File: src/rtl/key_event_ctrl.sv
// Keyboard event sequencer: drives a registered scan-code translator,
// tracks the held key, generates typematic repeats, queues events.
// Ports:
//   clk, rst_n       clock, synchronous active-low reset
//   key_valid/data   decoded key word strobe {E0, F0, scan}
//   tr_data/ascii    translator request word / registered result
//   ev_valid/ascii   FIFO head (show-ahead), ev_repeat marks repeats
//   ev_ready         consumer pop
//   held, drop_cnt   held-key flag, saturating drop counter
module key_event_ctrl #(
    parameter int REPEAT_DELAY = 25_000_000,
    parameter int REPEAT_RATE  = 10_000_000,
    parameter int CNT_W        = 25,
    parameter int FIFO_DEPTH   = 4
) (
    input  logic       clk,
    input  logic       rst_n,
    input  logic       key_valid,
    input  logic [9:0] key_data,
    output logic [9:0] tr_data,
    input  logic [7:0] tr_ascii,
    output logic       ev_valid,
    output logic [7:0] ev_ascii,
    output logic       ev_repeat,
    input  logic       ev_ready,
    output logic       held,
    output logic [7:0] drop_cnt
);

    localparam int PW = $clog2(FIFO_DEPTH);
    localparam logic [PW:0] FULL = (PW+1)'(FIFO_DEPTH);
    localparam logic [CNT_W-1:0] DLY_LD = CNT_W'(REPEAT_DELAY - 1);
    localparam logic [CNT_W-1:0] RATE_LD = CNT_W'(REPEAT_RATE - 1);

    typedef enum logic [1:0] {
        S_IDLE,
        S_XLATE,
        S_CAPTURE
    } state_e;

    state_e           state_q, state_d;
    logic [9:0]       code_q, code_d;
    logic             held_q, held_d;
    logic [9:0]       hcode_q, hcode_d;
    logic [7:0]       hasc_q, hasc_d;
    logic [CNT_W-1:0] tmr_q, tmr_d;
    logic [7:0]       drop_q, drop_d;
    logic [PW-1:0]    wptr_q, rptr_q;
    logic [PW:0]      cnt_q;
    logic [8:0]       mem_q [FIFO_DEPTH];

    logic [9:0] key_nb;
    logic       clr_hold;
    logic       push;
    logic [8:0] push_data;
    logic [1:0] n_drop;
    logic       pop;
    logic       wr_en;
    logic [8:0] drop_sum;

    assign key_nb = {key_data[9], 1'b0, key_data[7:0]};
    assign pop    = (cnt_q != '0) && ev_ready;

    always_comb begin
        state_d   = state_q;
        code_d    = code_q;
        held_d    = held_q;
        hcode_d   = hcode_q;
        hasc_d    = hasc_q;
        tmr_d     = tmr_q;
        push      = 1'b0;
        push_data = 9'h000;
        n_drop    = 2'd0;
        clr_hold  = 1'b0;
        tr_data   = 10'h100;
        wr_en     = 1'b0;
        unique case (state_q)
            S_IDLE: begin
                if (key_valid) begin
                    if (key_data[8]) begin
                        if (key_nb == hcode_q) begin
                            held_d   = 1'b0;
                            tmr_d    = '0;
                            clr_hold = 1'b1;
                        end
                    end else if (!(held_q && key_nb == hcode_q)) begin
                        code_d   = key_nb;
                        held_d   = 1'b0;
                        clr_hold = 1'b1;
                        state_d  = S_XLATE;
                    end
                end
                // a break or new make in the expiry cycle suppresses the repeat
                if (held_q && !clr_hold) begin
                    if (tmr_q == '0) begin
                        push      = 1'b1;
                        push_data = {1'b1, hasc_q};
                        tmr_d     = RATE_LD;
                    end else begin
                        tmr_d = tmr_q - 1'b1;
                    end
                end
            end
            S_XLATE: begin
                tr_data = code_q;
                if (key_valid) n_drop = n_drop + 2'd1;
                state_d = S_CAPTURE;
            end
            S_CAPTURE: begin
                if (key_valid) n_drop = n_drop + 2'd1;
                if (tr_ascii != 8'h00) begin
                    held_d    = 1'b1;
                    hcode_d   = code_q;
                    hasc_d    = tr_ascii;
                    push      = 1'b1;
                    push_data = {1'b0, tr_ascii};
                    tmr_d     = DLY_LD;
                end
                state_d = S_IDLE;
            end
            default: state_d = S_IDLE;
        endcase
        // a full FIFO still accepts when its head leaves this cycle
        if (push) begin
            if (cnt_q != FULL || pop) wr_en = 1'b1;
            else n_drop = n_drop + 2'd1;
        end
    end

    assign drop_sum = {1'b0, drop_q} + {7'b0, n_drop};
    assign drop_d   = drop_sum[8] ? 8'hFF : drop_sum[7:0];

    always_ff @(posedge clk) begin
        if (!rst_n) begin
            state_q <= S_IDLE;
            code_q  <= '0;
            held_q  <= 1'b0;
            hcode_q <= '0;
            hasc_q  <= '0;
            tmr_q   <= '0;
            drop_q  <= '0;
            wptr_q  <= '0;
            rptr_q  <= '0;
            cnt_q   <= '0;
            for (int i = 0; i < FIFO_DEPTH; i++) mem_q[i] <= '0;
        end else begin
            state_q <= state_d;
            code_q  <= code_d;
            held_q  <= held_d;
            hcode_q <= hcode_d;
            hasc_q  <= hasc_d;
            tmr_q   <= tmr_d;
            drop_q  <= drop_d;
            if (wr_en) begin
                mem_q[wptr_q] <= push_data;
                wptr_q <= wptr_q + 1'b1;
            end
            if (pop) rptr_q <= rptr_q + 1'b1;
            if (wr_en && !pop) cnt_q <= cnt_q + 1'b1;
            else if (!wr_en && pop) cnt_q <= cnt_q - 1'b1;
        end
    end

    assign ev_valid  = cnt_q != '0;
    assign ev_repeat = mem_q[rptr_q][8];
    assign ev_ascii  = mem_q[rptr_q][7:0];
    assign held      = held_q;
    assign drop_cnt  = drop_q;

endmodule

File: config.mk
export PLATFORM = sky130hd
export DESIGN_NAME = key_event_ctrl
export DESIGN_NICKNAME = d
export VERILOG_FILES = /design/src/rtl/key_event_ctrl.sv
export SDC_FILE = /design/constraint.sdc
export NUM_CORES = 1
export LEC_CHECK = 0
export BUFFER_PORTS_ARGS = -buffer_cell sky130_fd_sc_hd__buf_4
export CELL_PAD_IN_SITES_DETAIL_PLACEMENT = 1
export CELL_PAD_IN_SITES_GLOBAL_PLACEMENT = 1
export CORE_ASPECT_RATIO = 0.9
export CORE_MARGIN = 2
export CORE_UTILIZATION = 51
export CTS_BUF_LIST = sky130_fd_sc_hd__clkbuf_4 sky130_fd_sc_hd__clkbuf_8
export DETAILED_ROUTE_END_ITERATION = 8
export GPL_TIMING_DRIVEN = 0
export PLACE_DENSITY = 0.89
export SETUP_SLACK_MARGIN = 0.3
export SYNTH_ARGS = -nofsm -noshare
export SYNTH_HDL_FRONTEND = slang
export SYNTH_SLANG_ARGS = --single-unit
File: constraint.sdc
create_clock -name clk -period 5 [get_ports clk]
set_clock_uncertainty 0.1 [all_clocks]
set_input_delay 1 -clock clk [delete_from_list [all_inputs] [get_ports clk]]
set_output_delay 1 -clock clk [all_outputs]
set_load 0.01 [all_outputs]
# Word level (Yosys, flattened, before mapping)
# Memories as Yosys holds them, arrays and structs flattened. A register that Yosys moved wholly into a read port is not among the register bits.
# Index checks and enable logic that the tools add are counted.
# classes
n_bitwise	2
n_reduce_logical	22
muxes	49
eq_ne	13
n_addsub	7
# ops
op	count
25-bit two-way mux	6
25-bit case mux with 2 select lines	1
9-bit two-way mux	3
25-bit zero test	1
25-bit by 1-bit subtractor with 25-bit output, second input constant	1
1-bit two-way mux	22
3-bit inequality test, second input constant	6
9-bit case mux with 2 select lines	1
2-bit two-way mux	8
8-bit two-way mux	2
10-bit two-way mux	1
5-bit AND reduction	2
8-bit by 2-bit adder with 9-bit output	1
9-bit equality test	1
9-bit OR reduction	1
2-bit inequality test, second input constant	4
8-bit nonzero test	1
2-bit by 1-bit adder with 2-bit output, second input constant	3
3-bit two-way mux	2
1-bit logical AND	5
1-bit case mux with 2 select lines	2
2-bit case mux with 2 select lines	1
4-bit AND reduction	1
2-bit nonzero test	2
12 further kinds	15
# word_totals
ff_bits	69
wordCells	104
mem_count	1
inputBits	22
mem_bits_rw	36
# memory_table
name	words	width	read_ports	rd_clocked_by_memory_dff	write_ports	line	text
mem_q	4	9	1	1	4	50	logic [8:0] mem_q [FIFO_DEPTH];

# Logic depth before layout (Yosys ltp)
# logic_depth
word_depth	16
depth_mapped	14
mapped_depth_nobuf	14

# Least setup slack after synthesis
# No wires, ideal clock.
# synth_timing
path_type	input to register
start	input key_data[0]
end	register drop_q[0], in the netlist drop_cnt[0]
setup_time_ns	0.071
n_path_buf	0
path_stages	13
path_slack_ns	1.255
arrival_ns	3.574
path_cell_list	xor2_1 -> a221oi_1 -> and4_1 -> o21ai_1 -> o31a_1 -> mux2_2 -> ha_1 -> inv_1 -> fa_1 -> nand2b_1 -> nor2_1 -> nand3_1 -> a21oi_1
# synth_via
elab_chain_cells	13
# synth_rtl
element	line	text
from (decl)	19	input logic [9:0] key_data,
9-bit equality test (*)	81, 86	
1-bit logical AND	86	end else if (!(held_q && key_nb == hcode_q)) begin
1-bit two-way mux	86	
1-bit two-way mux (*)	80	if (key_data[8]) begin
1-bit two-way mux (*)	79	if (key_valid) begin
1-bit two-way mux (*)	77	unique case (state_q)
1-bit zero test (*)	94	if (held_q && !clr_hold) begin
1-bit logical AND (*)	94	
1-bit two-way mux (*)	94	
1-bit case mux with 2 select lines (*)	77	
2-bit two-way mux (*)	124	if (push) begin
8-bit by 2-bit adder with 9-bit output (*)	130	assign drop_sum = {1'b0, drop_q} + {7'b0, n_drop};
8-bit two-way mux (*)	131	assign drop_d = drop_sum[8] ? 8'hFF : drop_sum[7:0];
to (signal assigned)	153	drop_q <= drop_d;
to (decl)	47	logic [7:0] drop_q, drop_d;
# Every way passes the cells marked *; elsewhere a longest branch is shown, timed or not. The select of a mux whose other input is x is not followed.
# A chain may end at the register's enable or synchronous reset.

# Worst setup path in the final report
# layout_timing
start	register tmr_q[10]
end	register cnt_q[2]
# layout_via
elab_chain_cells	8
# layout_rtl
element	line	text
from (decl)	46	logic [CNT_W-1:0] tmr_q, tmr_d;
from (signal assigned)	152	tmr_q <= tmr_d;
25-bit zero test (*)	95	if (tmr_q == '0) begin
1-bit two-way mux (*)	95	
1-bit two-way mux (*)	94	
1-bit case mux with 2 select lines (*)	77	
1-bit two-way mux (*)	124	
via wr_en	58	logic wr_en;
1-bit zero test	160	else if (!wr_en && pop) cnt_q <= cnt_q - 1'b1;
1-bit logical AND	160	
2-bit nonzero test (no line)	--	
to (signal assigned)	159	if (wr_en && !pop) cnt_q <= cnt_q + 1'b1;
to (signal assigned)	160	
to (decl)	49	logic [PW:0] cnt_q;
# Mark *: on every way through the listed nets, which the timed path passes. The rest lies on a longest branch.

==> flow_metrics.env <==
export IMPL_outcome="completed"
export IMPL_fillers=1211
export IMPL_first_pass_iters=5
export IMPL_synthDistinctLibCells=59
export IMPL_path_cells="nor4_4 > nand4_1 > nand4b_4 > or2_1 > o31ai_1 > nand2_1 > inv_1 > ha_1 > inv_1 > fa_1 > xor2_1 > or3_1 > a21oi_1"
export IMPL_synth_top_family_by_area="simple AND/OR/NAND/NOR gates"
export IMPL_final_core_util=0.592
export IMPL_synth_adder_area_share=0.0312
export IMPL_relSlewSlack=0.228
export IMPL_drt_iter0_drc=374
export IMPL_fin_nets=670
export IMPL_area_growth_pct=13.7
export IMPL_combPwrFrac=0.291
export IMPL_start_util=0.521
export IMPL_cts_setup_buffers=0
export IMPL_ys_warn_count=0
export IMPL_rsz0062_at_grt="false"
export IMPL_vias_per_cell=6.07
export IMPL_crit_required_ps=5200
export IMPL_dieWidth_um=111
export IMPL_cts_htree_levels=3
export IMPL_final_cell_mix="nor2_1 (88), dfxtp_1 (71), nand2_1 (64)"
export IMPL_clock_root_buffer="clkbuf_8"
export IMPL_critPathMaxStageDelay_ps=440
export IMPL_clkPwrFrac=0.246
export IMPL_grt_overflow_total=0
export IMPL_cts_sinks=107
export IMPL_instances_no_fill=770
export IMPL_dieArea_mm2=0.0112
export IMPL_yosys_area_top_type="dfxtp_1"
export IMPL_syn_nets=609
export IMPL_syn_instance_count=575
export IMPL_grt_pass1_vias=4856
export IMPL_cp_common_cell="inv_1"
export IMPL_hpwl_um=11200
export IMPL_peakVddDrop_v=0.000176
export IMPL_drive_gt1_frac=0.145
export IMPL_intPower_w=0.00139
export IMPL_drt_total_wl_um=15500
export IMPL_grt_pass1_wl_um=24900
export IMPL_crit_path_start_kind="flop"
export IMPL_cp_max_fo=8
export IMPL_maxCapViolCount=0
export IMPL_r2r_end="cnt_q[2]"
export IMPL_swShare=0.351
export IMPL_ios=51
export IMPL_antenna_found_initial=0
export IMPL_hold_class="reg2reg"
export IMPL_fin_tns_setup_ps=0
export IMPL_end_kind="flop"
export IMPL_cts_resized_gates=0
export IMPL_synthArstFlopShare=0
export IMPL_fmax_mhz=237
export IMPL_reg2reg_from="tmr_q[10]"
export IMPL_slew_violations=0
export IMPL_worstHoldStart="code_q[2]"
export IMPL_reg2reg_depth=13
export IMPL_post_synth_mux_area_share=0.0612
export IMPL_synth_area_per_cell_um2=9.20
export IMPL_holdWs_ps=368
export IMPL_period_needed_ps=4210
export IMPL_dp_cells=754
export IMPL_clk_latency_ps=380
export IMPL_rows=35
export IMPL_grt_max_degree=20
export IMPL_finalHoldViolCount=0
export IMPL_r2r_setup_slack_ps=790
export IMPL_slowest_stage="o31ai_1"
export IMPL_power_frac_seq=0.463
export IMPL_synth_top_cell_area_share=0.269
export IMPL_p_leak_nw=2.25
export IMPL_setup_violations_final=0
export IMPL_cts_tree="done"
export IMPL_cts_max_path_buffers=2
export IMPL_hold_path_depth=2
export IMPL_final_antenna_net_count=0
export IMPL_critPathArrivalTime_ps=4420
export IMPL_die_h_um=101
export IMPL_gp_congestion=0.859
export IMPL_synth_main_ff_cell="dfxtp_1"
export IMPL_n_antenna_cell=0
export IMPL_synth_compound_area_share=0.152
export IMPL_synth_edf_count=36
export IMPL_synth_seq_area_share=0.473
export IMPL_synthXorXnorAreaFrac=0.0265
export IMPL_p_total_w=0.00214
export IMPL_cellPowerDensity_mw_per_mm2=356
export IMPL_drc_errors=0
export IMPL_cts_made_buffers=9
export IMPL_vias=4672
export IMPL_synth_simple_area_share=0.223
export IMPL_clk_pin_slew_ps=120
export IMPL_worstMarginPinSlew_ps=1150
export IMPL_p_sw_w=0.000752
export IMPL_grt_util_all_layers=0.283
export IMPL_synth_area_leaders="dfxtp_1 (27%), edfxtp_1 (20%), nor2_1 (6.2%), a21oi_1 (5.1%), nand2_1 (4.5%)"
export IMPL_synth_ff_latch_count=107
export IMPL_cts_hold_buffers=0
export IMPL_io_buffers=50
export IMPL_core_mm2=0.0102
export IMPL_path_class="reg2reg"
export IMPL_finalCritPeriodShare=0.843
export IMPL_final_common_cell="nor2_1"
export IMPL_synthesis_area_mm2=0.00529
export IMPL_min_to="hcode_q[2]"
export IMPL_routedWlPerCell_um=20.1
-- stage by stage --
stage	cell area, um^2	setup WS [ps]
after floorplan	5290	1250
after global placement	5830	526
after detailed placement	5830	379
after CTS	6020	786
after global routing	6020	666
final	6020	787
-- registers in the layout (all words and copies together) (netlist names), named ones only --
register	cells
tmr_q	25
drop_cnt	8
wptr_q	2
state_q	2
held	1
mem_q	36
code_q	9
hasc_q	8
cnt_q	3
rptr_q	2
hcode_q	9
-- critical path: cells and delay by family (launching register included) --
kind                     cells  cell delay, ps
AND/OR/NAND/NOR              6            2100
buffers and inverters        2             200
XOR/XNOR                     1             180
adder cells (fa/ha/maj)      2             580
AO/OA/AOI/OAI                2             600
flip-flops                   1             390
-- worst max-delay path by stage --
stage                      from           to  slack, ps  cells past startpoint
floorplan           key_data[0]  drop_cnt[0]       1250                     13
global placement    key_data[0]  mem_q[2][2]        530                      8
detailed placement  key_data[0]  mem_q[3][8]        380                      8
CTS                   tmr_q[10]  mem_q[3][8]        790                      7
global route        key_data[0]     cnt_q[2]        670                     14
finish                tmr_q[10]     cnt_q[2]        790                     13
-- synth_stat cells (2+ instances only) --
cell type,count
inv_1,18
a31o_2,4
nor2_1,88
nor4_1,6
or3_1,8
nor2b_1,3
a31oi_1,5
a211oi_1,4
a211o_1,2
nand3b_1,4
dfxtp_1,71
o31a_1,2
o31ai_1,2
mux2i_1,11
o21ai_1,2
xor2_1,14
and2_1,14
a22oi_1,18
nand2_1,64
clkbuf_1,24
nand3_1,7
mux4_2,9
nor3_1,23
buf_2,2
nand4_1,7
edfxtp_1,36
xnor2_1,2
o21a_1,2
or4_1,2
o22ai_1,9
nand2b_1,5
o211ai_1,2
or4b_2,2
o21ai_0,15
ha_1,10
fa_1,2
a21oi_1,54
-- power by group through the flow --
stage / clock (W) / combinational, W / sequential (W)
6_report: 0.000528 / 0.000624 / 0.000992
4_1_cts: 0.000529 / 0.000620 / 0.000991
3_3_place_gp: 0 / 0.000585 / 0.00100
5_1_grt: 0.000571 / 0.000678 / 0.000997
2_1_floorplan: 0 / 0.000422 / 0.000998
3_5_place_dp: 0 / 0.000616 / 0.00101
-- routing by layer --
layer | track usage | routed length [um] | vias to the layer above
li1 | - | - | 2186
met1 | 0.356 | 6580 | 2281
met2 | 0.492 | 7700 | 174
met3 | 0.0487 | 854 | 31
met4 | 0.108 | 378 | 0
met5 | 0 | 0 | -
-- kinds of logic (layout without fill, tap and decap cells) --
group | Yosys count | after routing
compound gates | 130 | 130
xor+xnor | 16 | 16
fa+ha+maj | 12 | 12
buf+inv | 46 | 112
flops | 107 | 107
mux | 21 | 21
simple gates | 243 | 243
-- area by class of cell --
| cell class | count | area (um^2) | area share |
|---|---|---|---|
| Multi-Input combinational cell | 422 | 2620 | 0.435 |
| Sequential cell | 107 | 2500 | 0.416 |
| Timing Repair Buffer | 50 | 375 | 0.0624 |
| Tap cell | 129 | 161 | 0.0268 |
| Clock buffer | 9 | 124 | 0.0206 |
| Buffer | 27 | 104 | 0.0173 |
| Inverter | 19 | 71.3 | 0.0119 |
| Clock inverter | 7 | 60.1 | 0.00998 |
(Power assumes the default switching activity.)
